### src/rtl/timer_gen.sv
// ---------------------------------------------------------------------------
// timer_gen -- prescaled up-counter timer with one-shot / periodic modes.
//
// A start request latches mode, presc and top, then runs the counter in RUN.
// Each enabled clock advances a prescaler. When the prescaler reaches the
// latched divide value it wraps and the count takes one step. A step taken
// while count equals the latched terminal value is the terminal step:
//   - tick pulses for the following cycle;
//   - periodic mode reloads count to 0 and keeps running;
//   - one-shot mode holds count at top, moves to HOLD and raises done.
// stop aborts to IDLE from any state and has priority over start.
//
// Ports
//   clk    : clock; all state changes on its rising edge
//   reset  : asynchronous active-low reset
//   en     : count enable; only has an effect in RUN
//   start  : start/restart request (relatches configuration)
//   stop   : abort request
//   mode   : 0 = one-shot, 1 = periodic
//   presc  : prescale value P; one count step every P+1 enabled clocks
//   top    : terminal count T
//   count  : current count value (registered)
//   busy   : high while in RUN
//   tick   : one-cycle pulse after each terminal step (registered)
//   done   : one-shot completion flag, held until start, stop or reset
// ---------------------------------------------------------------------------
module timer_gen #(
    parameter int WIDTH   = 8,
    parameter int PRESC_W = 4
) (
    input  logic               clk,
    input  logic               reset,
    input  logic               en,
    input  logic               start,
    input  logic               stop,
    input  logic               mode,
    input  logic [PRESC_W-1:0] presc,
    input  logic [WIDTH-1:0]   top,
    output logic [WIDTH-1:0]   count,
    output logic               busy,
    output logic               tick,
    output logic               done
);

    typedef enum logic [1:0] {
        IDLE = 2'd0,
        RUN  = 2'd1,
        HOLD = 2'd2
    } state_t;

    state_t             state;
    logic [PRESC_W-1:0] psc_cnt;
    logic [PRESC_W-1:0] cfg_presc;
    logic [WIDTH-1:0]   cfg_top;
    logic               cfg_mode;

    always_ff @(posedge clk or negedge reset) begin
        if (!reset) begin
            state     <= IDLE;
            count     <= '0;
            psc_cnt   <= '0;
            tick      <= 1'b0;
            done      <= 1'b0;
            cfg_mode  <= 1'b0;
            cfg_presc <= '0;
            cfg_top   <= '0;
        end else begin
            // tick is a single-cycle pulse; only a terminal step re-arms it.
            tick <= 1'b0;
            if (stop) begin
                state   <= IDLE;
                count   <= '0;
                psc_cnt <= '0;
                done    <= 1'b0;
            end else if (start) begin
                state     <= RUN;
                count     <= '0;
                psc_cnt   <= '0;
                done      <= 1'b0;
                cfg_mode  <= mode;
                cfg_presc <= presc;
                cfg_top   <= top;
            end else if (state == RUN && en) begin
                if (psc_cnt == cfg_presc) begin
                    psc_cnt <= '0;
                    if (count == cfg_top) begin
                        tick <= 1'b1;
                        if (cfg_mode) begin
                            count <= '0;
                        end else begin
                            // count stays at top; the run is finished.
                            state <= HOLD;
                            done  <= 1'b1;
                        end
                    end else begin
                        count <= count + WIDTH'(1);
                    end
                end else begin
                    psc_cnt <= psc_cnt + PRESC_W'(1);
                end
            end
        end
    end

    assign busy = (state == RUN);

endmodule

### config.mk
export PLATFORM = sky130hd
export DESIGN_NAME = timer_gen
export DESIGN_NICKNAME = d
export VERILOG_FILES = /design/src/rtl/timer_gen.sv
export SDC_FILE = /design/constraint.sdc
export NUM_CORES = 1
export LEC_CHECK = 0
export ABC_AREA = 1
export BUFFER_PORTS_ARGS = -buffer_cell sky130_fd_sc_hd__buf_2
export CORE_AREA = 4 4 49 72
export CTS_BUF_LIST = sky130_fd_sc_hd__clkbuf_8
export DETAILED_ROUTE_END_ITERATION = 6
export DIE_AREA = 0 0 53 76
export PLACE_DENSITY = 0.77
export SYNTH_ARGS = -nofsm -noshare
export SYNTH_HDL_FRONTEND = slang
export SYNTH_SLANG_ARGS = --single-unit
### constraint.sdc
create_clock -name clk -period 1.9 [get_ports clk]
set_clock_uncertainty 0.2 [all_clocks]
set_input_delay 0.19 -clock clk [delete_from_list [all_inputs] [get_ports clk]]
set_output_delay 0.19 -clock clk [all_outputs]
set_load 0.01 [all_outputs]
==> impl_results.md <==
- Yosys top cell area share: between 40% and 50%
- Sw Pwr: ~0.00033 W
- Grt ovf: 0
- Post-CTS setup buffer count: 0
- GRT Total Usage: between 10% and 20%
- Worst rel slew slack: between 50% and 60%
- Worst-path maximum fanout: 7
- Setup_tns: 0 ns
- DRC viols: 0
- Post-Syn Nets: 203
- WP data arrival: roughly 1.7 ns
- WL met2: ~1800 um
- Post-CTS Hold Buffers: 14
- Antenna Nets Post-Route: 0
- CP delay by family, top: simple AND/OR/NAND/NOR gates
- Outcome: finished clean
- Hold Vio Cnt, Final: 0
- Max-slew violations: 0
- Synth top area cells: dfrtp_1 (45%), nand2_1 (11%), nor2_1 (5.8%)
- Internal power: approximately 0.00092 W
- Max Used Layer: met4
- Post-CTS sizing: 0
- Drt pass-1 iters: 4
- Cell area after synthesis: approximately 1500 um2
- Worst slack, placed: 0.2266 ns
- WL met1: roughly 1300 um
- CTS tree: built
- Async SR Flop Fraction: 100.0%
- Period Utilization, post-route: 88.93%
- Yosys top cell by area: dfrtp_1
- Routed WL per cell: approximately 12 um
- Die H: around 76 um
- Starting Density: 53.05%
- Prevailing post-synth register cell: dfrtp_1
- Crit path time final: 1.690 ns
- DP HPWL: 2298 um
- Highest-delay cell along the critical path: dfrtp_1
- Worst IR drop on VDD: ~440 uV
- Leakage Power: roughly 0.96 nW
- Critical Path Most Common Cell: nand2_1
- Layout area overhead: 24.13%
- First DRT Iteration DRCs: 19
- Die footprint: about 4000 um2
- Max_cap viols: 0
- Layout Nets: roughly 250
- GP Congestion: between 0.8 and 0.9
- ANT cells: 0
- Worst hold path class: primary input to register
- Die W: 53 um
- DR vias/cell: 4.801
- Syn avg cell area: 8.444 um2
- Clk root buf: clkbuf_8
- Yosys Warn Count: 0
- Final worst slack: around 0.21 ns
- Clock latency on the worst-skew pair: approximately 0.28 ns
- Critical Path RT: around 1.9 ns
- Slowest Stage Delay on Critical Path: approximately 0.47 ns
- Crit. End Element: register
- Share of cells above drive strength 1: between 20% and 30%
- Cell Rows: 24
- Register bit total from synthesis: 28
- Vias after detailed routing: between 1000 and 1500
- Core area: around 2900 um2
- Syn Inst Count: about 180
- Initial antenna violation count: 0
- Metal3 WL: ~110 um
- # IOs: 29
- PortBufs: 28
- Worst-margin pin slew: about 0.63 ns
- Setup Crit Path Kind: register to register
- CTS Sinks: 28
- Largest net degree at the start of global routing: 29
- WP buf/inv: 0
- Vias in the first global route: about 1300
- Clock share of power: approximately 30%
- Yosys cell types: 24
- CTS clock-pin slew for the worst setup and hold paths: approximately 0.090 ns
- Sequential share of power: a little over half
- Logic pwr share: about 17%
- Critical path cell sequence: ha_1 > nand2_1 > nor3_1 > xnor2_1 > nor2_1 > nand2_1 > nand2_1
- PwrDens: approximately 650 nW/um2
- Seq/Total Area, Yosys: 45.34%
- First-pass GRT wire length: approximately 5800 um
- Startpoint types: register
- Number of synthesized flops with an enable pin: 0
- Max Freq: between 500 and 600 MHz
- Final wirelength: around 3200 um
- Htree depth: 1
- RSZ-0062 raised after global routing: false
- Clock Tree Buf Depth: 2
- Switch share: 26.38%
- Final-report setup violation count: 0
- CTS Buf Count: 3
==> final timing paths <==
kind	slack, ns	end	from	depth (start not counted)
setup / recovery	0.21	count[6]$_DFFE_PN0P_	count[0]$_DFFE_PN0P_	7
hold / removal	0.01	psc_cnt[0]$_DFFE_PN0P_	en	3
setup reg to reg	0.21	count[6]$_DFFE_PN0P_	count[0]$_DFFE_PN0P_	7
hold reg to reg	0.34	cfg_presc[2]$_DFFE_PN0P_	cfg_presc[2]$_DFFE_PN0P_	1
max in group asynchronous	0.84	done$_DFFE_PN0P_	reset	2
min in group asynchronous	0.25	count[4]$_DFFE_PN0P_	reset	2
==> placed cells by master, fill, tap and decap left out, types with 4 or more instances in the layout <==
| master | instances |
|---|---|
| nand2_2 | 4 |
| mux2_2 | 7 |
| inv_1 | 20 |
| nor2_1 | 24 |
| buf_2 | 28 |
| a21oi_1 | 7 |
| dfrtp_1 | 28 |
| nand3_1 | 12 |
| dlygate4sd3_1 | 14 |
| xor2_1 | 8 |
| xnor2_1 | 5 |
| clkbuf_8 | 4 |
| nand2_1 | 45 |
==> kinds of logic after synthesis <==
| family | Yosys count | share of synthesized area (%) |
|---|---|---|
| AOI/OAI and AO/OA | 10 | 3.238 |
| xor gates and xnor gates | 13 | 7.368 |
| adders and majority gates | 2 | 1.619 |
| buffers and inverters | 24 | 6.558 |
| DFF | 28 | 45.34 |
| muxes | 8 | 5.749 |
| and+or+nand+nor | 98 | 30.12 |
==> power groups by stage <==
stage          clock network [W]  registers (W)  logic (W)
2_1_floorplan                  0       0.000675   0.000130
3_3_place_gp                   0       0.000681   0.000184
3_5_place_dp                   0       0.000683   0.000188
4_1_cts                 0.000383       0.000671   0.000211
5_1_grt                 0.000401       0.000678   0.000237
6_report                0.000375       0.000671   0.000208
==> worst min-delay path, stage by stage <==
cell and delay, ns:
buf_2 0.11, nand4_1 0.09, mux2i_1 0.07
==> layout make-up <==
type | instances | area (um2)
clock buffers | 4 | 55.05
fillers | 253 | 994.7
inverters | 20 | 75.07
multi-input cells | 131 | 743.2
flip-flops and latches | 28 | 700.7
well taps | 39 | 48.80
repair buffers | 44 | 295.3
==> state kept, by name (all words and copies together) (netlist names) <==
register / flops
count: 8
cfg_presc: 4
cfg_mode: 1
psc_cnt: 4
state: 1
done: 1
cfg_top: 8
tick: 1
==> synthesized netlist by cell type (3+ instances only) <==
library cell  count
nand2_1          45
dfrtp_1          28
nor2_1           24
inv_1            20
nand3_1          12
xor2_1            8
a21oi_1           7
mux2_2            7
xnor2_1           5
nand2_2           4
buf_2             3
o21ai_0           3
==> per-stage QoR <==
| step | std cells | power, W | util, % | hold slack [ns] | area, um2 |
|---|---|---|---|---|---|
| after global routing | 266 | 0.001315 | 65.85 | 0.02121 | 1918 |
| after floorplan | 183 | 0.0008049 | - | -0.3056 | 1545 |
| after CTS | 266 | 0.001265 | 65.85 | 0.01012 | 1918 |
| final | 266 | 0.001254 | 65.85 | 0.01278 | 1918 |
| after detailed placement | 248 | 0.0008711 | 59.15 | 0.04362 | 1723 |
| after global placement | 248 | 0.0008653 | 59.15 | 0.04602 | 1723 |
==> layer usage <==
layer,vias up,track usage [%]
met1,590,21.84
met2,23,33.33
met5,-,0
li1,659,-
met4,0,7.161
met3,5,2.935
Note: power is estimated with default switching activity, not from simulation.
